<file path="config.mk">
export PLATFORM = sky130hd
export DESIGN_NAME = chng_gen
export DESIGN_NICKNAME = d
export VERILOG_FILES = /design/src/rtl/chng_gen.sv
export SDC_FILE = /design/constraint.sdc
export NUM_CORES = 1
export LEC_CHECK = 0
export CAP_MARGIN = 25
export CORE_ASPECT_RATIO = 1.25
export CORE_MARGIN = 4
export CORE_UTILIZATION = 37
export DETAILED_ROUTE_END_ITERATION = 10
export PLACE_DENSITY = 0.63
export SLEW_MARGIN = 20
export SYNTH_ARGS = -nofsm -noshare
export SYNTH_HDL_FRONTEND = slang
export SYNTH_SLANG_ARGS = --single-unit
</file>
<file path="constraint.sdc">
create_clock -name clk -period 7.05 [get_ports clk]
set_clock_uncertainty 0.1 [all_clocks]
set_input_delay 0.705 -clock clk [delete_from_list [all_inputs] [get_ports clk]]
set_output_delay 0.705 -clock clk [all_outputs]
set_load 0.005 [all_outputs]
</file>
<file path="src/rtl/chng_gen.sv">
// Run-length waveform generator: queued run lengths drive a toggling sig with chngd_sig markers.
// Optional build macro CHNG_GEN_REPEAT_EN: repeat the last run length instead of underrunning.
module chng_gen #(
    parameter int CNT_W = 8,
    parameter int DEPTH = 4
) (
    input  logic                     clk,
    input  logic                     rst,
    input  logic                     en,
    input  logic [CNT_W-1:0]         run_len,
    input  logic                     run_valid,
    output logic                     run_ready,
    output logic                     sig,
    output logic                     chngd_sig,
    output logic                     busy,
    output logic                     urun,
    output logic [$clog2(DEPTH):0]   fill
);
    localparam int AW = $clog2(DEPTH);
    localparam logic [AW:0] FULL_LVL = DEPTH[AW:0];

    typedef enum logic {
        IDLE = 1'b0,
        RUN  = 1'b1
    } state_t;

    state_t           state;
    logic [CNT_W-1:0] mem [DEPTH];
    logic [AW-1:0]    wr_ptr;
    logic [AW-1:0]    rd_ptr;
    logic [CNT_W-1:0] cnt;
    logic [CNT_W-1:0] head_len;
    logic             push;
    logic             pop;
    logic             run_end;
    logic             fifo_nempty;
`ifdef CHNG_GEN_REPEAT_EN
    logic [CNT_W-1:0] last_len;
`else
    logic             urun_q;
`endif

    function automatic logic [CNT_W-1:0] clamp_len(input logic [CNT_W-1:0] len);
        return (len == '0) ? CNT_W'(1) : len;
    endfunction

    assign run_ready   = (fill != FULL_LVL);
    assign fifo_nempty = (fill != '0);
    assign push        = run_valid && run_ready;
    assign run_end     = (state == RUN) && (cnt == CNT_W'(1));
    // A pop happens either to start from IDLE or to chain at a run boundary.
    assign pop         = en && fifo_nempty && ((state == IDLE) || run_end);
    assign head_len    = clamp_len(mem[rd_ptr]);
    assign busy        = (state == RUN);

    always_ff @(posedge clk) begin
        if (push) begin
            mem[wr_ptr] <= run_len;
        end
    end

    always_ff @(posedge clk or negedge rst) begin
        if (!rst) begin
            wr_ptr <= '0;
            rd_ptr <= '0;
            fill   <= '0;
        end else begin
            if (push) begin
                wr_ptr <= wr_ptr + 1'b1;
            end
            if (pop) begin
                rd_ptr <= rd_ptr + 1'b1;
            end
            case ({push, pop})
                2'b10:   fill <= fill + 1'b1;
                2'b01:   fill <= fill - 1'b1;
                default: fill <= fill;
            endcase
        end
    end

`ifdef CHNG_GEN_REPEAT_EN
    always_ff @(posedge clk) begin
        if (pop) begin
            last_len <= head_len;
        end
    end

    assign urun = 1'b0;
`else
    assign urun = urun_q;
`endif

    always_ff @(posedge clk or negedge rst) begin
        if (!rst) begin
            state     <= IDLE;
            cnt       <= '0;
            sig       <= 1'b0;
            chngd_sig <= 1'b0;
`ifndef CHNG_GEN_REPEAT_EN
            urun_q    <= 1'b0;
`endif
        end else begin
            chngd_sig <= 1'b0;
            case (state)
                IDLE: begin
                    if (pop) begin
                        cnt   <= head_len;
                        state <= RUN;
                    end
                end
                RUN: begin
                    if (run_end) begin
                        sig       <= !sig;
                        chngd_sig <= 1'b1;
                        if (pop) begin
                            cnt <= head_len;
                        end else if (en) begin
`ifdef CHNG_GEN_REPEAT_EN
                            cnt <= last_len;
`else
                            urun_q <= 1'b1;
                            state  <= IDLE;
`endif
                        end else begin
                            state <= IDLE;
                        end
                    end else begin
                        cnt <= cnt - 1'b1;
                    end
                end
                default: state <= IDLE;
            endcase
        end
    end

endmodule

</file>
==> results of run 1 <==
-- worst max-delay path, stage by stage, from the launching register on --
cell	delay, ns
dfrtp_1	0.43
or4_4	0.60
o31ai_4	0.52
nand2_4	0.14
inv_1	0.09
ha_1	0.18
inv_1	0.06
fa_1	0.39
xor2_1	0.15
nor2_1	0.11
xor2_1	0.15
-- worst min-delay path by stage --
stage,depth (start not counted),startpoint,to,slack (ns)
after floorplan,0,rst,busy,0.31
after detailed placement,1,urun,urun,0.36
final,1,urun,urun,0.37
after CTS,1,urun,urun,0.38
after global routing,1,sig,sig,0.39
after global placement,1,urun,urun,0.35
-- area by class of cell --
| cell class | count | area (um^2) | area share |
|---|---|---|---|
| Clock buffer | 5 | 68.8 | 0.0255 |
| Clock inverter | 3 | 47.5 | 0.0176 |
| Inverter | 15 | 56.3 | 0.0209 |
| Multi-Input combinational cell | 82 | 777 | 0.288 |
| Sequential cell | 51 | 1440 | 0.533 |
| Tap cell | 82 | 103 | 0.0381 |
| Timing Repair Buffer | 20 | 205 | 0.0762 |
-- metrics by stage --
step	utilization	cells	hold WS, ns	power [W]	setup slack [ns]
floorplan	-	153	0.309	0.000697	4.34
global placement	0.435	249	0.353	0.000787	4.02
detailed placement	0.435	249	0.355	0.000802	3.93
CTS	0.454	257	0.378	0.00101	4.07
global route	0.457	258	0.387	0.00107	3.90
finish	0.457	258	0.370	0.000999	4.06
-- power groups by stage --
stage	registers, W	clock network [W]	logic (W)
final	0.000492	0.000208	0.000299
after global routing	0.000508	0.000229	0.000331
after CTS	0.000495	0.000214	0.000303
after detailed placement	0.000500	0	0.000302
after global placement	0.000495	0	0.000292
after floorplan	0.000453	0	0.000244
-- logic make-up (layout without fill, tap and decap cells) --
logic type / Yosys count / after routing / synth area share
simple gates: 34 / 34 / 0.0868
xor+xnor: 7 / 7 / 0.0268
fa+ha+maj: 8 / 8 / 0.0470
buf+inv: 20 / 43 / 0.0339
flops: 51 / 51 / 0.627
compound gates: 19 / 19 / 0.0726
mux: 14 / 14 / 0.106
-- synth_stat cells (2+ instances only) --
cell,instances
o221a_1,2
mux2_2,2
o31ai_1,3
mux4_2,8
nor3_1,4
xor2_1,3
inv_1,15
edfxtp_1,32
clkbuf_1,3
a21oi_1,3
nand2_1,5
ha_1,7
xnor2_1,4
mux2i_1,4
buf_2,2
dfrtp_1,19
nor2_1,4
nand3_1,5
and3_1,4
nand4_1,2
-- registers in the layout, summed over array words and instances (netlist names) --
register	count
urun	1
sig	1
busy	1
fill	3
wr_ptr	2
chngd_sig	1
mem	32
rd_ptr	2
cnt	8
-- layer usage --
metal / vias up / wire (um)
li1: 623 / -
met3: 7 / 140
met1: 665 / 1780
met4: 0 / 50
met5: - / 0
met2: 26 / 1980
==> flow_summary_export.csv, run 1 <==
group,metric,value,unit
clock_network,cts_buffer_depth,2,
routing,first_pass_iters,4,
timing,slew_headroom,0.343,
grt,met2_usage,0.202,
floorplan,die_w,78.4,um
layout,final_cell_mix,"edfxtp_1 (32), dfrtp_1 (19), clkdlybuf4s50_1 (19), inv_1 (15), mux4_2 (8)",
clock_network,cts_root_buffer,"clkbuf_8",
timing,min_period_over_period,0.424,
yosys,synth_cells,153,
clock_network,cts.hold.buffers_added,0,
worst_hold_path,hp-class,"reg -> reg",
layout,drive_above_1_share,0.148,
power_and_ir_drop,clockPowerShare,0.208,
clock_network,cts_buffers,5,
power_and_ir_drop,combPwrFrac,0.299,
layout,final_area,0.00269,mm^2
placement,io_buffers,19,
run,max_cap_violations,0,
grt,met1_usage,0.142,
critical_path,required,7.19,ns
yosys,synthTopCellsByArea,"edfxtp_1 (42%), dfrtp_1 (21%), mux4_2 (7.9%)",
layout,layout_commonest_cell,"edfxtp_1",
critical_path,reg2reg_from,"cnt[4]",
clock_network,clkTransAtPathRegs,0.10,ns
grt,grt_remaining_overflow,0,
yosys,synth-seq-cells,51,
yosys,dominantRegCellSynth,"edfxtp_1",
floorplan,initial_utilization,0.389,
timing,worstMarginPinSlew,0.977,ns
power_and_ir_drop,internal-power,0.000673,W
yosys,async_reset_ff_frac,0.373,
timing,rsz0062_at_grt,"false",
critical_path,cp-startpoint,"cnt[4]",
timing,clock.fmax,335,MHz
timing,tns,0,ns
critical_path,cp_max_fo,10,
routing,final_antenna_net_count,0,
routing,via_count,1321,
routing,drtIter0Drc,85,
power_and_ir_drop,p_seq_frac,0.493,
power_and_ir_drop,p_leak,1.02,nW
layout,antenna_cells,0,
routing,drc,0,
power_and_ir_drop,p_per_area,371,mW/mm^2
clock_network,ctsHtreeMaxLevel,2,
timing,setup_viol,0,
yosys,synth_top_area_cell,"edfxtp_1",
critical_path,reg2reg_depth,10,
placement,gp_congestion,0.776,
yosys,yosysTopAreaCellShare,0.419,
yosys,yosysSeqAreaShare,0.627,
clock_network,cts_resized,0,
routing,viasPerCell,5.12,
placement,hpwl,2.86,mm
clock_network,post_cts_buffers,0,
critical_path,arrival,3.12,ns
timing,maxSlewViolCount,0,
floorplan,ios,20,
critical_path,ff2ff_setup_slack,4.06,ns
grt,grt_use_total,0.116,
grt,use_met3,0.0281,
routing,routed_wl,3.95,mm
yosys,synthesis.nets,173,
yosys,avgSynthCellArea,15.0,um^2
critical_path,critical_path.endpoint,"fill[2]",
floorplan,core,0.00590,mm^2
layout,layout.nets,195,
grt,grt_pass1_wl,6.78,mm
floorplan,dieHeight,96.0,um
timing,fin_crit,2.99,ns
yosys,synth_warnings,0,
grt,grt_max_degree,20,
power_and_ir_drop,power.switching,0.000326,W
yosys,netlist_area,0.00229,mm^2
placement,dpl_cell_area,0.00256,mm^2
grt,top_usage_layer,"met2",
grt,antenna_found_initial,0,
floorplan,rows,31,
critical_path,crit_type,"reg -> reg",
grt,grt_pass1_vias,1395,
clock_network,clk_latency,0.30,ns
routing,wl_per_cell,15.3,um
critical_path,rr_endpoint,"fill[2]",
yosys,synth-edff-count,32,
power_and_ir_drop,swShare,0.327,
critical_path,critical_path.startpoint_type,"flop",
layout,area_growth,17.6,%
critical_path,end_kind,"flop",
clock_network,cts_tree,"built",
yosys,synthDistinctLibCells,42,
status,status,"finished clean",
timing,hold_viol,0,
layout,fill_cells,537,
floorplan,fp.dieArea,0.00752,mm^2
clock_network,cts.sinks,51,
power_and_ir_drop,irDropWorstVdd,0.225,mV
No activity file was read; power rests on OpenSTA's default activity.
==> inputs of run 2 (changes only) <==
==> constraint.sdc (replaced) <==
create_clock -name clk -period 3 [get_ports clk]
set_clock_uncertainty 0.1 [all_clocks]
set_input_delay 0.3 -clock clk [delete_from_list [all_inputs] [get_ports clk]]
set_output_delay 0.3 -clock clk [all_outputs]
set_load 0.005 [all_outputs]
==> flow_summary_export.csv, run 2 (same netlist as run 1, synthesis figures left out) <==
group,metric,value,unit
power_and_ir_drop,p_per_area,871,mW/mm^2
power_and_ir_drop,irDropWorstVdd,0.445,mV
grt,antenna_found_initial,0,
power_and_ir_drop,p_leak,1.02,nW
placement,gp_congestion,0.858,
timing,worstMarginPinSlew,0.880,ns
routing,wl_per_cell,15.1,um
floorplan,initial_utilization,0.389,
critical_path,reg2reg_depth,10,
routing,drc,0,
floorplan,die_w,78.4,um
clock_network,cts.sinks,51,
clock_network,cts_tree,"built",
critical_path,path_cells,"or4_4, o31ai_4, nand2_4, inv_1, ha_1, inv_1, fa_1, xor2_1, nor2_1, xor2_1",
layout,antenna_cells,0,
placement,hpwl,2.94,mm
routing,final_antenna_net_count,0,
grt,grt_max_degree,20,
layout,area_growth,17.9,%
power_and_ir_drop,p_seq_frac,0.489,
routing,via_count,1323,
critical_path,arrival,2.80,ns
critical_path,crit_type,"reg -> reg",
layout,layout.nets,197,
critical_path,slowest_delay,0.59,ns
clock_network,clkTransAtPathRegs,0.09,ns
layout,stdcell_count,260,
critical_path,cp_top_family,"simple AND/OR/NAND/NOR gates",
routing,routed_wl,3.93,mm
timing,slew_headroom,0.412,
clock_network,cts_buffer_depth,2,
timing,maxSlewViolCount,0,
timing,clock.fmax,373,MHz
placement,pre_cts_ws,0.311,ns
floorplan,fp.dieArea,0.00752,mm^2
layout,drive_above_1_share,0.157,
grt,grt_pass1_vias,1431,
layout,regMostFlops,"mem",
critical_path,path_depth,10,
power_and_ir_drop,clockPowerShare,0.204,
timing,tns,0,ns
run,max_cap_violations,0,
layout,largest_reg_flops,32,
worst_hold_path,hp-class,"reg -> reg",
floorplan,dieHeight,96.0,um
timing,setup_viol,0,
grt,grt_use_total,0.114,
timing,min_period_over_period,0.893,
critical_path,end_kind,"flop",
clock_network,post_cts_buffers,0,
grt,grt_pass1_wl,6.71,mm
clock_network,cts.hold.buffers_added,0,
critical_path,critPathSlowestCell,"or4_4",
critical_path,cp_max_fo,6,
floorplan,core,0.00590,mm^2
layout,final_cell_mix,"edfxtp_1 (32), dfrtp_1 (19), clkdlybuf4s50_1 (19), inv_1 (15), mux4_2 (8)",
power_and_ir_drop,combPwrFrac,0.307,
timing,setup_ws,0.321,ns
status,status,"finished clean",
timing,hold_viol,0,
clock_network,cts_root_buffer,"clkbuf_8",
routing,drtIter0Drc,111,
placement,io_buffers,19,
clock_network,cts_buffers,5,
placement,placed_cells,252,
critical_path,path_buf_inv,2,
clock_network,cts_resized,0,
layout,layout_commonest_cell,"edfxtp_1",
power_and_ir_drop,power.switching,0.000764,W
power_and_ir_drop,internal-power,0.00159,W
critical_path,critical_path.startpoint_type,"flop",
routing,viasPerCell,5.09,
power_and_ir_drop,swShare,0.325,
floorplan,ios,20,
clock_network,clk_latency,0.30,ns
timing,rsz0062_at_grt,"false",
floorplan,rows,31,
layout,fin_util,0.458,
routing,first_pass_iters,4,
clock_network,ctsHtreeMaxLevel,2,
grt,grt_remaining_overflow,0,
timing,fin_crit,2.68,ns
layout,top_regs,"mem: 32 flops, cnt: 8 flops, fill: 3 flops",
critical_path,required,3.13,ns
worst_hold_path,holdPathStages,1,
[run 2: cell types whose count changed in the layout (fill, tap and decap cells not counted), sizes merged]
cell,before,now
buf,1,3
[run 2: path summary, 6_finish.rpt]
path / start / slack (ns) / to
max in group asynchronous: rst / 1.87 / wr_ptr[1]
worst max-delay path: cnt[4] / 0.32 / fill[2]
worst min-delay path: urun / 0.37 / urun
worst min register to register: urun / 0.37 / urun
min in group asynchronous: rst / 0.40 / cnt[7]
worst max register to register: cnt[4] / 0.32 / fill[2]
[run 2: cell type report]
cell class	instances	area, um^2
fill	538	3190
sequential	51	1440
multi-input combinational	82	777
timing repair buffer	22	213
tap	82	103
clock buffer	5	68.8
inverter	15	56.3
clock inverter	3	47.5
[run 2: per-layer routing]
metal | wire length (um) | GRT usage | up-vias
met5 | 0 | 0 | -
met2 | 1990 | 0.201 | 32
li1 | - | - | 621
met4 | 55 | 0.0452 | 0
met3 | 177 | 0.0309 | 9
met1 | 1710 | 0.132 | 661
[run 2: through the flow]
step / hold slack (ns) / cell area, um^2 / total power [W]
2_1_floorplan: -0.0956 / 2290 / 0.00164
5_1_grt: 0.418 / 2700 / 0.00251
4_1_cts: 0.379 / 2700 / 0.00238
3_3_place_gp: 0.350 / 2580 / 0.00186
6_report: 0.372 / 2700 / 0.00235
3_5_place_dp: 0.357 / 2580 / 0.00190
[run 2: worst register-to-register path: stages (launching register included)]
cell and delay (ns):
dfrtp_1 0.43, or4_4 0.59, o31ai_4 0.29, nand2_4 0.11
inv_1 0.07, ha_1 0.17, inv_1 0.06, fa_1 0.37
xor2_1 0.15, nor2_1 0.11, xor2_1 0.16
[run 2: power by group through the flow]
| stage | Clock (W) | Sequential [W] | Combinational, W |
|---|---|---|---|
| 4_1_cts | 0.000491 | 0.00116 | 0.000734 |
| 2_1_floorplan | 0 | 0.00107 | 0.000573 |
| 3_3_place_gp | 0 | 0.00116 | 0.000700 |
| 5_1_grt | 0.000526 | 0.00119 | 0.000801 |
| 3_5_place_dp | 0 | 0.00117 | 0.000733 |
| 6_report | 0.000480 | 0.00115 | 0.000724 |
